$ cat src/rtl/dr_bit_loader.sv
// Collects dual-rail addressed single-bit writes into an 8-bit word and hands the
// word downstream over valid/ready; rejects bad codes and discards stale partial words.
module dr_bit_loader #(
  parameter int unsigned TIMEOUT = 64,
  parameter int unsigned CNT_W   = 7
) (
  input  logic       clk,
  input  logic       rst_n,
  input  logic       in_valid,
  output logic       in_ready,
  input  logic       grp,
  input  logic       row_p,
  input  logic       row_n,
  input  logic       col_p,
  input  logic       col_n,
  input  logic       en_a,
  input  logic       en_b,
  input  logic       din,
  output logic       out_valid,
  input  logic       out_ready,
  output logic [7:0] out_word,
  output logic       err_code,
  output logic       timeout,
  output logic       dup
);

  typedef enum logic {S_FILL, S_FULL} state_e;

  state_e           state_q, state_d;
  logic [7:0]       word_q, word_d;
  logic [7:0]       mask_q, mask_d;
  logic [CNT_W-1:0] cnt_q, cnt_d;
  logic             err_q, err_d;
  logic             tout_q, tout_d;
  logic             dup_q, dup_d;

  logic       accept, code_ok, wr, drain, wd_fire;
  logic [2:0] idx;
  logic [7:0] sel, mask_set;

  always_comb begin
    accept   = in_valid & in_ready;
    code_ok  = (row_p ^ row_n) & (col_p ^ col_n) & (en_a ^ en_b);
    wr       = accept & code_ok;
    idx      = {grp, row_p, col_p};
    sel      = 8'(1) << idx;
    mask_set = mask_q | sel;
    drain    = out_valid & out_ready;
  end

  // State register
  always_ff @(posedge clk or negedge rst_n) begin
    if (!rst_n) state_q <= S_FILL;
    else        state_q <= state_d;
  end

  // Next-state logic
  always_comb begin
    state_d = state_q;
    case (state_q)
      S_FILL: if (wr && (mask_set == '1)) state_d = S_FULL;
      S_FULL: if (out_ready)              state_d = S_FILL;
      default:                            state_d = S_FILL;
    endcase
  end

  // Output logic
  always_comb begin
    in_ready  = (state_q == S_FILL);
    out_valid = (state_q == S_FULL);
  end

  // Any accept clears the watchdog, so an accept on the expiry cycle always wins.
  always_comb begin
    word_d  = word_q;
    mask_d  = mask_q;
    cnt_d   = '0;
    wd_fire = 1'b0;
    if (wr) word_d[idx] = din;
    if (drain) begin
      mask_d = '0;
    end else if (wr) begin
      mask_d = mask_set;
    end else if ((state_q == S_FILL) && !accept && (mask_q != '0) && (TIMEOUT != 0)) begin
      if (cnt_q == CNT_W'(TIMEOUT - 1)) begin
        wd_fire = 1'b1;
        mask_d  = '0;
      end else begin
        cnt_d = cnt_q + CNT_W'(1);
      end
    end
    err_d  = accept & ~code_ok;
    dup_d  = wr & (|(mask_q & sel));
    tout_d = wd_fire;
  end

  always_ff @(posedge clk or negedge rst_n) begin
    if (!rst_n) begin
      word_q <= '0;
      mask_q <= '0;
      cnt_q  <= '0;
      err_q  <= 1'b0;
      tout_q <= 1'b0;
      dup_q  <= 1'b0;
    end else begin
      word_q <= word_d;
      mask_q <= mask_d;
      cnt_q  <= cnt_d;
      err_q  <= err_d;
      tout_q <= tout_d;
      dup_q  <= dup_d;
    end
  end

  assign out_word = word_q;
  assign err_code = err_q;
  assign timeout  = tout_q;
  assign dup      = dup_q;

endmodule

$ cat config.mk
export PLATFORM = sky130hd
export DESIGN_NAME = dr_bit_loader
export DESIGN_NICKNAME = d
export VERILOG_FILES = /design/src/rtl/dr_bit_loader.sv
export SDC_FILE = /design/constraint.sdc
export NUM_CORES = 1
export LEC_CHECK = 0
export CORE_UTILIZATION = 46
export CTS_BUF_LIST = sky130_fd_sc_hd__clkbuf_16
export CTS_CLUSTER_SIZE = 14
export DETAILED_ROUTE_END_ITERATION = 16
export PLACE_DENSITY = 0.74
export SETUP_SLACK_MARGIN = 0.5
export SLEW_MARGIN = 40
export SYNTH_ARGS = -nofsm -noshare
export SYNTH_HDL_FRONTEND = slang
export SYNTH_SLANG_ARGS = --single-unit
$ cat constraint.sdc
create_clock -name clk -period 1.6 [get_ports clk]
set_input_delay 0.24 -clock clk [delete_from_list [all_inputs] [get_ports clk]]
set_output_delay 0.24 -clock clk [all_outputs]
set_load 0.02 [all_outputs]
Yosys cells after proc, flatten, opt, wreduce, memory -nomap -nowiden. Index checks and enable logic that the tools add are counted.

Eq/ne operators: 2. Add/subtract/negate cells: 1. Reductions and logical operators: 10. Mux-type cells: 18. $lt $le $gt $ge: 2. Shift operators: 1. Bitwise logic cells: 14.

Operators with widths (count): 8-bit 2-to-1 mux (4); 7-bit 2-to-1 mux (4); 8-bit bitwise AND (1); 8-bit bitwise mux (1); 8-bit == test, second input constant (1); 8-bit bitwise OR (1); 8-bit nonzero test (1); 8-bit OR reduction (1); 1-bit by 3-bit left shift with 8-bit output, first input constant (1); 7-bit by 1-bit adder with 7-bit output, second input constant (1); 1-bit bitwise AND (7); 7-bit by 6-bit == test with 1-bit output, second input constant (1); 1-bit 2-to-1 mux (7); 3-bit nonzero test (2); 1-bit logical AND (4); 3-bit by 4-bit less-than comparator with 1-bit output, second input constant (1); 1-bit demux with 3-bit select (1); 3-bit by 1-bit >= comparator with 1-bit output, second input constant (1); 1-bit bitwise XOR (3); 1-bit NOT (2); 1-bit case mux with 2 select lines (1); 2-bit AND reduction (1); 1-bit zero test (1).

Word-level logic and storage cells: 55. Input port bits: 12. Bits in registers: 27.

Logic depth before layout (Yosys ltp).
Depth in word-level cells: 8. Mapped depth: 5. Gate-level depth less buffers: 5.

Worst setup path before layout. No wires, ideal clock.

Path kind: register to register. Start: register state_q, in the netlist out_valid. End: register word_q[2], in the netlist out_word[2]. Clock period less this slack: 1.796 ns. Setup slack: -0.196 ns. Data required time: 1.475 ns. Cell stages (with the launch flop): 5. Path buffers: 0. Arrival: 1.672 ns. Cells stage by stage: dfrtp_1 -> nand2b_1 -> or4_4 -> nor3b_2 -> mux2_2.

Word-level cells in the longest chain between the ends: 3.

RTL lines: start, declared (line 29) `state_e state_q, state_d;`; start signal, assigned (line 54) `else state_q <= state_d;`; 1-bit NOT (line 69) `in_ready = (state_q == S_FILL);`; 1-bit bitwise AND (line 42) `accept = in_valid & in_ready;`; 1-bit bitwise AND (line 44) `wr = accept & code_ok;`; end signal, assigned (line 106) `word_q <= word_d;`; end, declared (line 30) `logic [7:0] word_q, word_d;`.

No other way between the ends. A chain may end at the register's enable or synchronous reset.

Final worst setup path.
Start: register state_q, in the netlist out_valid. End: register word_q[4], in the netlist out_word[4].

The elaborated chain is that of the path after synthesis.

==> results.py <==
metrics = {
    "logic_synthesis": {
        "syn-instance-count": 124,
        "synth.distinct_cells": 37,
        "synthTopCellsByCount": "dfrtp_1, mux2_2, nand3_1, inv_1, nor2_1",
        "postSynthAreaPerCell_um2": 10.98,
        "synth_most_common_cell": "dfrtp_1",
        "synth_edf_count": 0,
        "synth_nets": 137,
        "netlist.area_leader.share_pct": 49.63,
        "yosys_most_used_dff": "dfrtp_1",
        "ys_warn_count": 0,
        "netlist_area_um2": 1361,
        "ys_ff_latch": 27,
        "yosysTopAreaCell": "dfrtp_1",
        "seq_area_frac_synth_pct": 49.63,
        "synthArstFlopShare_pct": 100.0,
        "synth_area_leaders": "dfrtp_1, mux2_2, xnor2_1",
    },
    "timing": {
        "setup_slack_ns": -0.1976,
        "worst_pin_slew_ns": 0.3480,
        "rsz0062_at_grt": "true",
        "clock.fmax_ghz": 0.5563,
        "finalCritPeriodShare_pct": 112.4,
        "slew_headroom_pct": 76.80,
        "fin_skew_ns": 0.001955,
        "layout_min_cycle_time_ns": 1.798,
        "slew_viol_final": 0,
        "hold_violations": 0,
        "setup_viol": 12,
    },
    "status": {
        "violations": "negative setup slack",
        "status": "complete, but fails checks",
    },
    "grt": {
        "grt_overflow": 0,
        "grt_antenna_before_repair": 0,
        "grt_pass1_vias": 1280,
        "grt_max_degree": 28,
        "grt_usage_pct": 25.93,
        "grt_pass1_wl_mm": 6.210,
    },
    "worst_setup_path": {
        "crit_fanout": 5,
        "critPathLaunchType": "register",
        "cp.required_ns": 1.75,
        "path_class": "register to register",
        "cp.arrival_ns": 1.95,
        "cp_cell_sequence": "nand2b_4 > or4_4 > nor3b_4 > mux2_4",
        "cp_slowest_cell": "or4_4",
        "slowest_delay_ns": 0.58,
        "end_kind": "register",
    },
    "drt": {
        "final_antenna_net_count": 0,
        "dr.pass1.iters": 4,
        "drcViolationCount": 0,
        "viasPerCell": 5.950,
        "routedWlPerCell_um": 19.14,
        "drtIter0Drc": 61,
        "num_vias": 1297,
        "routed_wl_mm": 4.172,
    },
    "floorplan": {
        "die_w_um": 56.40,
        "die_height_um": 56.40,
        "core_area_um2": 2781,
        "pin_count": 25,
        "initial_core_util_pct": 48.94,
        "rows": 19,
        "die-area_um2": 3181,
    },
    "placed_design": {
        "placed_area_um2": 1817,
        "detailed_place_hpwl_mm": 2.299,
        "routabilityCongestion": 0.8008,
        "pre_cts_ws_ns": -0.5768,
        "io_buffers": 24,
    },
    "clock_tree": {
        "clkLatencyLatePin_ns": 0.26,
        "path_clk_slew_ns": 0.07,
        "cts_buffers": 3,
        "clock-sinks": 27,
        "cts_tree": "yes",
        "cts-root-buf": "clkbuf_16",
        "clockBufferDepth": 2,
        "htreeDepth": 1,
    },
    "cells_and_area": {
        "layout.nets": 201,
        "fin_util_pct": 79.76,
        "drive_gt1_share_pct": 52.94,
        "diodes": 0,
        "fin_area_um2": 2218,
        "syn2layout_area_growth_pct": 62.96,
    },
    "pwr": {
        "peakVddDrop_mv": 0.8620,
        "p_per_area_nw_per_um2": 938.6,
        "leakagePower_nw": 1.017,
    },
    "flow_run": {
        "maxCapViolations": 0,
    },
    "min_path": {
        "hold_class": "primary input to asynchronous set/reset pin",
    },
}
==> cells in the final DEF, fill, tap and decap left out, drive strengths merged <==
cell type       n
dlygate4sd2     6
clkbuf          3
a31oi           1
a21boi          4
nor3            3
a22oi           3
or3             1
clkdlybuf4s50   5
o211a           1
mux2i           1
nor4            4
o21ai           1
and3            2
nor2b           5
nor2            7
inv             7
buf            52
mux2           10
o211ai          2
nand3           8
xnor2           5
clkinvlp        1
a311oi          1
nor3b           3
o2bb2ai         1
nand2b          2
ha              1
o21a            4
a221oi          2
or4             1
nand4           2
a211oi          1
xor2            2
and2            4
nand2           4
dfrtp          27
==> through the flow <==
| step | TNS (ns) | std cells | hold WS, ns | total power (W) |
|---|---|---|---|---|
| after floorplan | -0.5178 | 124 | -0.05559 | 0.001094 |
| after CTS | -2.102 | 213 | 0.3593 | 0.002001 |
| after detailed placement | -6.617 | 199 | 0.4604 | 0.001364 |
| after global placement | -5.951 | 199 | 0.4462 | 0.001348 |
| final | -1.695 | 218 | 0.3513 | 0.002082 |
| after global routing | -2.427 | 218 | 0.3785 | 0.002163 |
==> report_power, final <==
part	switching, W	total (W)	leakage (nW)	internal (W)
registers	0.0000969	0.000873	0.347	0.000776
logic	0.000306	0.000625	0.633	0.000319
clock network	0.000243	0.000583	0.0371	0.000340
==> critical path, delay by kind of cell (launching register included) <==
family / cells / cell delay (ns)
AND/OR/NAND/NOR: 3 / 0.97
multiplexers: 1 / 0.32
flip-flops: 1 / 0.40
==> final timing paths <==
path | start | endpoint | slack, ns | cells past startpoint
setup / recovery | out_valid$_DFF_PN0_ | out_word[4]$_DFFE_PN0P_ | -0.20 | 4
hold / removal | rst_n | cnt_q[4]$_DFF_PN0_ | 0.35 | 2
setup reg to reg | out_valid$_DFF_PN0_ | out_word[4]$_DFFE_PN0P_ | -0.20 | 4
hold reg to reg | out_word[5]$_DFFE_PN0P_ | out_word[5]$_DFFE_PN0P_ | 0.50 | 1
max in group asynchronous | rst_n | out_valid$_DFF_PN0_ | 0.97 | 2
min in group clk | out_word[5]$_DFFE_PN0P_ | out_word[5]$_DFFE_PN0P_ | 0.50 | 1
==> logic make-up after synthesis <==
family | count (synthesis) | synth area share, %
xor gates and xnor gates | 7 | 4.504
buffers and inverters | 11 | 3.125
and+or+nand+nor | 46 | 20.96
DFF | 27 | 49.63
muxes | 11 | 9.008
adders and majority gates | 1 | 0.9190
AOI/OAI and AO/OA | 21 | 11.86
==> state kept, by name (all words and copies together) (netlist names) <==
signal     cells
out_valid      1
cnt_q          7
out_word       8
timeout        1
dup            1
mask_q         8
err_code       1
==> per-layer routing <==
| metal | part of all wire, % | global-route usage (%) | vias to the layer above |
|---|---|---|---|
| li1 | - | - | 575 |
| met1 | 39 | 32.42 | 626 |
| met2 | 51 | 43.20 | 72 |
| met3 | 5.7 | 4.378 | 24 |
| met4 | 4.2 | 13.24 | 0 |
| met5 | 0 | 0 | - |
==> cell type report <==
class	instances	area, µm²
clock buffer	3	75.07
clock inverter	1	7.507
fill	152	563.0
inverter	7	26.28
multi-input combinational	86	880.8
sequential	27	676.9
tap	31	38.79
timing repair buffer	63	513.0
==> timing repair <==
| item | CTS | global route |
|---|---|---|
| pin swaps | 18 | 7 |
| hold endpoints to repair | 0 | 0 |
| hold buffers | 0 | 0 |
| resized for setup | 101 | 14 |
| setup endpoints to repair | 39 | 28 |
| cloned | 0 | 0 |
| setup buffers | 10 | 5 |
No activity file was read; power rests on OpenSTA's default activity.
